<file path="src/rtl/imm_target_pipe_pkg.sv">
// Shared decode definitions for the immediate/jump-target pipe.
// imm_decode always yields a 64-bit immediate, zero-masked above bit 31 when xlen is 32.
package ppu_imm_pkg;

  typedef enum logic [2:0] {
    FMT_R = 3'd0,
    FMT_I = 3'd1,
    FMT_S = 3'd2,
    FMT_B = 3'd3,
    FMT_U = 3'd4,
    FMT_J = 3'd5
  } fmt_e;

  localparam logic [6:0] OP_IMM    = 7'b0010011;
  localparam logic [6:0] OP_LOAD   = 7'b0000011;
  localparam logic [6:0] OP_JALR   = 7'b1100111;
  localparam logic [6:0] OP_SYSTEM = 7'b1110011;
  localparam logic [6:0] OP_STORE  = 7'b0100011;
  localparam logic [6:0] OP_BRANCH = 7'b1100011;
  localparam logic [6:0] OP_LUI    = 7'b0110111;
  localparam logic [6:0] OP_AUIPC  = 7'b0010111;
  localparam logic [6:0] OP_JAL    = 7'b1101111;
  localparam logic [6:0] OP_REG    = 7'b0110011;

  typedef struct packed {
    logic [63:0] imm;
    fmt_e        fmt;
    logic        illegal;
  } dec_t;

  function automatic dec_t imm_decode(input logic [31:0] instr, input int unsigned xlen);
    dec_t d;
    logic s;
    s         = instr[31];
    d.imm     = 64'd0;
    d.fmt     = FMT_R;
    d.illegal = 1'b0;
    case (instr[6:0])
      OP_IMM, OP_LOAD, OP_JALR, OP_SYSTEM: begin
        d.fmt = FMT_I;
        d.imm = {{52{s}}, instr[31:20]};
      end
      OP_STORE: begin
        d.fmt = FMT_S;
        d.imm = {{52{s}}, instr[31:25], instr[11:7]};
      end
      OP_BRANCH: begin
        d.fmt = FMT_B;
        d.imm = {{51{s}}, instr[31], instr[7], instr[30:25], instr[11:8], 1'b0};
      end
      OP_LUI, OP_AUIPC: begin
        d.fmt = FMT_U;
        d.imm = {{32{s}}, instr[31:12], 12'd0};
      end
      OP_JAL: begin
        d.fmt = FMT_J;
        d.imm = {{43{s}}, instr[31], instr[19:12], instr[20], instr[30:21], 1'b0};
      end
      OP_REG: begin
        d.fmt = FMT_R;
      end
      default: begin
        d.illegal = 1'b1;
      end
    endcase
    d.imm = (xlen == 32'd32) ? {32'd0, d.imm[31:0]} : d.imm;
    return d;
  endfunction

endpackage

</file>
<file path="src/rtl/imm_target_pipe_stage.sv">
// One elastic register slice: a valid bit plus a payload that only changes when a real entry loads.
module imm_pipe_stage
  import ppu_imm_pkg::*;
#(
  parameter int W = 8
) (
  input  logic         clk,
  input  logic         rst_n,
  input  logic         flush_i,
  input  logic         load_i,
  input  logic         valid_i,
  input  logic [W-1:0] data_i,
  output logic         valid_o,
  output logic [W-1:0] data_o
);

  logic         valid_q;
  logic [W-1:0] data_q;

  // Valid/payload register with synchronous reset; flush only clears valid.
  always_ff @(posedge clk) begin
    if (!rst_n) begin
      valid_q <= 1'b0;
      data_q  <= {W{1'b0}};
    end else begin
      if (flush_i) begin
        valid_q <= 1'b0;
      end else if (load_i) begin
        valid_q <= valid_i;
      end else begin
        valid_q <= valid_q;
      end
      if (load_i && valid_i) begin
        data_q <= data_i;
      end else begin
        data_q <= data_q;
      end
    end
  end

  assign valid_o = valid_q;
  assign data_o  = data_q;

endmodule

</file>
<file path="src/rtl/imm_target_pipe.sv">
// Immediate decode and control-transfer target unit followed by DEPTH elastic stages.
// All decode/arithmetic happens ahead of stage 0; later stages only carry the payload.
module imm_target_pipe
  import ppu_imm_pkg::*;
#(
  parameter int XLEN  = 32,
  parameter int DEPTH = 1
) (
  input  logic            clk,
  input  logic            rst_n,
  input  logic            flush,
  input  logic            in_valid,
  output logic            in_ready,
  input  logic [31:0]     in_instr,
  input  logic [XLEN-1:0] in_pc,
  input  logic [XLEN-1:0] in_rs1,
  output logic            out_valid,
  input  logic            out_ready,
  output logic [XLEN-1:0] out_imm,
  output logic [2:0]      out_fmt,
  output logic            out_jump,
  output logic            out_branch,
  output logic [XLEN-1:0] out_target,
  output logic            out_illegal
);

  localparam int W = 2 * XLEN + 6;

  dec_t            dec_s;
  logic            unused_dec_s;
  logic [XLEN-1:0] imm_s;
  logic [XLEN-1:0] target_s;
  logic            is_jal_s;
  logic            is_jalr_s;
  logic            is_branch_s;
  logic [W-1:0]    pay_in_s;
  logic [W-1:0]    din_s  [DEPTH];
  logic [W-1:0]    dout_s [DEPTH];
  logic [DEPTH-1:0] vin_s;
  logic [DEPTH-1:0] v_s;
  logic [DEPTH:0]   adv_s;

  assign dec_s        = imm_decode(in_instr, XLEN);
  assign imm_s        = dec_s.imm[XLEN-1:0];
  assign unused_dec_s = ^dec_s.imm;
  assign is_jal_s     = (in_instr[6:0] == OP_JAL);
  assign is_jalr_s    = (in_instr[6:0] == OP_JALR);
  assign is_branch_s  = (in_instr[6:0] == OP_BRANCH);

  // Target adder; JALR rebases on rs1 and clears bit 0, sums wrap at XLEN.
  always_comb begin
    target_s = {XLEN{1'b0}};
    if (is_branch_s || is_jal_s) begin
      target_s = in_pc + imm_s;
    end else if (is_jalr_s) begin
      target_s = (in_rs1 + imm_s) & ~{{(XLEN-1){1'b0}}, 1'b1};
    end else begin
      target_s = {XLEN{1'b0}};
    end
  end

  assign pay_in_s = {imm_s, dec_s.fmt, is_jal_s | is_jalr_s, is_branch_s, target_s, dec_s.illegal};

  // Ready chain: a stage may load when it is empty or its successor can load.
  always_comb begin
    adv_s        = {(DEPTH+1){1'b0}};
    adv_s[DEPTH] = out_ready;
    for (int k = DEPTH - 1; k >= 0; k--) begin
      adv_s[k] = ~v_s[k] | adv_s[k+1];
    end
  end

  for (genvar k = 0; k < DEPTH; k++) begin : g_stage
    if (k == 0) begin : g_first
      assign vin_s[k] = in_valid;
      assign din_s[k] = pay_in_s;
    end else begin : g_rest
      assign vin_s[k] = v_s[k-1];
      assign din_s[k] = dout_s[k-1];
    end

    imm_pipe_stage #(.W(W)) u_stage (
      .clk     (clk),
      .rst_n   (rst_n),
      .flush_i (flush),
      .load_i  (adv_s[k]),
      .valid_i (vin_s[k]),
      .data_i  (din_s[k]),
      .valid_o (v_s[k]),
      .data_o  (dout_s[k])
    );
  end

  assign in_ready  = adv_s[0];
  assign out_valid = v_s[DEPTH-1];
  assign {out_imm, out_fmt, out_jump, out_branch, out_target, out_illegal} = dout_s[DEPTH-1];

endmodule

</file>
<file path="config.mk">
export PLATFORM = sky130hd
export DESIGN_NAME = imm_target_pipe
export DESIGN_NICKNAME = d
export VERILOG_FILES = /design/src/rtl/imm_target_pipe_pkg.sv /design/src/rtl/imm_target_pipe_stage.sv /design/src/rtl/imm_target_pipe.sv
export SDC_FILE = /design/constraint.sdc
export NUM_CORES = 1
export LEC_CHECK = 0
export BUFFER_PORTS_ARGS = -buffer_cell sky130_fd_sc_hd__buf_2
export CORE_UTILIZATION = 59
export CTS_CLUSTER_SIZE = 28
export DETAILED_ROUTE_END_ITERATION = 8
export PLACE_DENSITY = 0.87
export SLEW_MARGIN = 20
export SYNTH_ARGS = -nofsm -noshare
export SYNTH_HDL_FRONTEND = slang
export SYNTH_HIERARCHICAL = 1
export SYNTH_SLANG_ARGS = --single-unit
</file>
<file path="constraint.sdc">
create_clock -name clk -period 7.34 [get_ports clk]
set_clock_uncertainty 0.15 [all_clocks]
set_input_delay 0.734 -clock clk [delete_from_list [all_inputs] [get_ports clk]]
set_output_delay 0.734 -clock clk [all_outputs]
set_load 0.02 [all_outputs]
</file>
## Yosys cells after proc, flatten, opt, wreduce, memory -nomap -nowiden

Cells that the tools add are included.

| cells by class | value |
|---|---|
| bitwise gates (word level) | 4 |
| muxes and demuxes | 5 |
| add/subtract/negate cells | 2 |
| reductions and logical operators | 6 |
| equal/unequal tests | 10 |

Operators with widths:

| cell | number |
|---|---|
| one-hot mux 32 bit (5 select lines) | 1 |
| adder 32 bit | 2 |
| two-way mux 32 bit | 2 |
| equality test 7 bit (second input constant) | 4 |
| equality test 7 x 6 -> 1 bit (second input constant) | 3 |
| one-hot mux 3 bit (5 select lines) | 1 |
| equality test 7 x 5 -> 1 bit (second input constant) | 2 |
| OR reduction 10 bit | 1 |
| equality test 7 x 2 -> 1 bit (second input constant) | 1 |
| OR reduction 2 bit | 2 |
| OR reduction 4 bit | 1 |
| inverter 1 bit | 2 |
| bitwise OR 1 bit | 2 |
| logical AND 1 bit | 1 |
| logical OR 1 bit | 1 |
| two-way mux 1 bit | 1 |

| word-level totals | value |
|---|---|
| output and inout port bits | 72 |
| word-level logic and storage cells | 29 |
| input bits | 101 |
| register bits after elaboration | 71 |

## Logic depth before layout (Yosys ltp)

| depth | value |
|---|---|
| word-level depth | 6 |
| mapped depth | 22 |
| mapped depth without buffers | 20 |

## Modules after synthesis

The synthesis kept the hierarchy.

By module, submodules not included:

| module | sequential area each (um2) | instances | cells each | area an instance (um2) |
|---|---|---|---|---|
| imm_target_pipe | 0.0 | 1 | 541 | 3798.6 |
| imm_pipe_stage | 1421.4 | 1 | 324 | 3133.0 |

## Least setup slack after synthesis

Ideal clock, no wire load.

| path | value |
|---|---|
| kind | input-to-reg |
| start | in in_instr[2] |
| end | reg g_stage[0].u_stage.data_q[29] |
| library setup time | 0.115 ns |
| arrival time | 4.461 ns |
| cell stages on the path | 18 |
| data required time | 7.075 ns |
| path slack | 2.614 ns |
| buffers on the path | 1 |
| cells stage by stage | buf_2 nor2_1 nand3_1 nor3b_1 a22o_1 ha_1 nor2b_1 o31a_1 o31ai_1 a211oi_1 o32ai_1 a21oi_1 a311o_1 o31ai_1 xor2_1 o22ai_1 nand4_1 o21ai_2 |

RTL lines:

| item | line | source |
|---|---|---|
| start: declaration | imm_target_pipe.sv:14 | `input logic [31:0] in_instr,` |
| end signal: assignment | imm_target_pipe_stage.sv:24 | `data_q <= {W{1'b0}};` |
| end signal: assignment | imm_target_pipe_stage.sv:34 | `data_q <= data_i;` |
| end signal: assignment | imm_target_pipe_stage.sv:36 | `data_q <= data_q;` |
| end: declaration | imm_target_pipe_stage.sv:18 | `logic [W-1:0] data_q;` |

==> key figures <==
Synthesis
  – Ys flop type: dfxtp_1
  – Post-synth ARST share: 0
  – Synthesized area: 0.00693 mm²
  – Synth unique cells: 70
  – Net Count, Synth: 1,027
  – Synth warn: 6
  – Post-Syn Instances: 865
  – Syn_area_per_cell: 8.01 µm²
  – Synthesized flop and latch total: 71
  – Seq/Total Area, Yosys: 0.205
  – Post-synth EDFFs: 0

Timing
  – RSZ-0062 raised after global routing: no
  – Final Critical Period: 5.30 ns
  – Hold slack: 0.302 ns
  – Fmax achieved: 189 MHz
  – Fin crit share: 0.723
  – Final max-slew violation count: 0
  – Setup TNS: 0 ns
  – Tightest Pin Transition: 1.06 ns
  – Slew HR: 0.291
  – Final WS setup: 2.04 ns
  – Final Hold Vio Count: 0
  – Setup violations, final: 0

Power
  – Switch Pwr: 335 µW
  – Net Sw Frac: 0.302
  – Comb pwr share: 0.208
  – Clk pwr share: 0.439
  – Leakage: 0.00364 µW
  – Seq pwr share: 0.353
  – Maximum vdd ir drop: 0.0873 mV
  – Internal: 772 µW
  – Pwr per Cell Area: 140 mW/mm²

Global routing
  – Vias in the first global route: 6,433
  – Largest net degree at the start of global routing: 74
  – Initial antenna violation count: 0
  – Congestion Overflow GR: 0
  – Gr usage total: 0.345
  – First-pass GRT wire length: 32,200 µm

Clock network
  – Worst-Skew Late Latency: 0.35 ns
  – CTS Hold Buffers Added: 0
  – CTS tree: done
  – # Post-CTS Setup Buffers: 0
  – Clk pin slew, worst setup/hold paths: 0.06 ns
  – Root Driver: clkbuf_16
  – Post-CTS resize count: 0
  – Clk sinks: 71
  – Clock Tree Buf Depth: 2
  – H-tree levels: 3
  – Total CTS buffers: 9

Worst setup path
  – Reg2Reg Launch Point: g_stage[0].u_stage/valid_o
  – CP most frequent cell: o31ai_1
  – Crit. End Element: flop
  – CP max stage delay: 0.56 ns
  – Worst Setup Path Type: primary input to flop
  – Data arrival, critical path: 5.38 ns
  – Crit-path max FO: 11
  – Critical-path top delay cell: nor3b_1
  – CP Data Required Time: 7.41 ns
  – Worst-path cell chain: buf_2 > nor2_1 > nand3_1 > nor3b_1 > a22o_1 > ha_1 > nor2b_1 > o31a_1 > o31ai_1 > a211oi_1 > o32ai_1 > a21oi_1 > a311o_1 > o31ai_1 > xor2_1 > o22ai_1 > nand4_1 > o21ai_2
  – Setup crit start kind: primary input
  – CP startpoint: in_instr[3]

Die
  – Ports: 173
  – Die width: 110 µm
  – Starting density of the core: 0.607
  – Die height: 110 µm
  – Die Area: 0.0122 mm²
  – Site row count: 39
  – Core box area: 0.0114 mm²

Routing
  – Final WL: 21,300 µm
  – Drt wl/cell: 18.6 µm
  – Vias per std cell: 6.45
  – DR pass1 iterations: 5
  – Final ANT Viol Nets: 0
  – DR vias: 7,388
  – Starting DRC count in detailed routing: 717
  – DRC viols: 0

Finish
  – Share of cells above drive strength 1: 0.275
  – Most frequent cells in the layout: 171 x buf_2, 110 x nand2_1, 75 x nand4_1
  – Most common library cell in the layout ignoring fill and taps: buf_2
  – Synth-to-Final Area Change: 14.0%
  – Fin nets: 1,160
  – Design Area, Final: 0.00790 mm²
  – Number of diodes: 0

Placed design
  – Post-DP HPWL: 15,500 µm
  – Dpl cell area: 0.00758 mm²
  – RePlAce Congestion: 0.992
  – Post-Place Worst Slack: 1.86 ns
  – Port Buffer Count: 172

Worst hold path
  – Hold crit path type: flop to flop
  – Hold Startpoint: g_stage[0].u_stage/data_o[13]

Run
  – Max-cap viol count: 0

Outcome
  – Status: completed
## layer usage
layer / vias to the layer above / GRT usage / share of wire
li1: 3529 / - / -
met1: 3356 / 0.461 / 0.43
met2: 430 / 0.532 / 0.44
met3: 73 / 0.0688 / 0.092
met4: 0 / 0.155 / 0.038
met5: - / 0 / 0
## per-stage QoR
| step | std cells | total power [µW] | utilization |
|---|---|---|---|
| 2_1_floorplan | 865 | 567 | - |
| 3_3_place_gp | 1130 | 620 | 0.664 |
| 3_5_place_dp | 1130 | 622 | 0.664 |
| 4_1_cts | 1146 | 1100 | 0.692 |
| 5_1_grt | 1146 | 1140 | 0.692 |
| 6_report | 1146 | 1110 | 0.692 |
## power groups by stage
| stage | registers [µW] | clock network, µW | logic [µW] |
|---|---|---|---|
| 2_1_floorplan | 403 | 0 | 164 |
| 3_3_place_gp | 399 | 0 | 221 |
| 3_5_place_dp | 399 | 0 | 223 |
| 4_1_cts | 391 | 485 | 226 |
| 5_1_grt | 391 | 503 | 249 |
| 6_report | 391 | 486 | 231 |
## path summary, 6_finish.rpt
kind | depth (start not counted) | to | slack [ns]
hold reg to reg | 2 | g_stage[0].u_stage/data_o[13] | 0.30
hold / removal | 2 | g_stage[0].u_stage/data_o[13] | 0.30
setup reg to reg | 4 | g_stage[0].u_stage/data_o[34] | 5.32
setup / recovery | 18 | g_stage[0].u_stage/data_o[29] | 2.04
## synth_stat cells (all sizes together), types with 3 or more instances
| master | count | area share |
|---|---|---|
| nand2 | 110 | 0.060 |
| o21ai | 101 | 0.11 |
| nand4 | 75 | 0.068 |
| dfxtp | 71 | 0.21 |
| ha | 59 | 0.11 |
| a21oi | 50 | 0.037 |
| a21o | 36 | 0.039 |
| nor2 | 35 | 0.019 |
| buf | 28 | 0.040 |
| xnor2 | 28 | 0.035 |
| o22ai | 22 | 0.020 |
| xor2 | 22 | 0.028 |
| clkbuf | 20 | 0.011 |
| inv | 20 | 0.011 |
| and2 | 15 | 0.014 |
| nand3 | 14 | 0.010 |
| o21a | 13 | 0.014 |
| nor3 | 10 | 0.0072 |
| o32ai | 9 | 0.011 |
| nand2b | 8 | 0.0072 |
| o21bai | 8 | 0.0087 |
| o31ai | 8 | 0.0087 |
| a211oi | 7 | 0.0076 |
| a21boi | 7 | 0.0076 |
| a31oi | 7 | 0.0072 |
| dlymetal6s2s | 7 | 0.013 |
| nor2b | 7 | 0.0063 |
| a22o | 5 | 0.0063 |
| and4 | 4 | 0.0051 |
| nor3b | 4 | 0.0043 |
| o41ai | 4 | 0.0051 |
| or2 | 4 | 0.0036 |
| and3 | 3 | 0.0027 |
| nand3b | 3 | 0.0032 |
| nand4b | 3 | 0.0038 |
| o31a | 3 | 0.0038 |
| or3 | 3 | 0.0027 |
## logic make-up (layout without fill, tap and decap cells)
logic type | after synthesis | in the layout | share of synthesized area
multiplexers | 2 | 2 | 0.00289
buffers and inverters | 75 | 213 | 0.0738
flip-flops | 71 | 71 | 0.205
AO/OA/AOI/OAI | 302 | 302 | 0.318
AND/OR/NAND/NOR | 304 | 304 | 0.225
adder cells (fa/ha/maj) | 61 | 61 | 0.112
XOR/XNOR | 50 | 50 | 0.0632
## critical path, delay by kind of cell
family                   cells  cell delay [ns]
AO/OA/AOI/OAI               10             2.66
XOR/XNOR                     1             0.18
adder cells (fa/ha/maj)      1             0.31
buffers and inverters        1             0.16
AND/OR/NAND/NOR              5             1.32
## flip-flops by register name (all words and copies together), names as in the netlist
name / cells
g_stage.u_stage/data_o: 70
g_stage.u_stage/valid_o: 1
## final cells by class
cell class	instances	area, µm²
clock buffers	9	225
clock inverters	7	96.3
fillers	936	3520
inverters	20	75.1
multi-input cells	719	5000
flip-flops and latches	71	1420
well taps	143	179
repair buffers	177	901
Power figures use the tool's default switching activity.
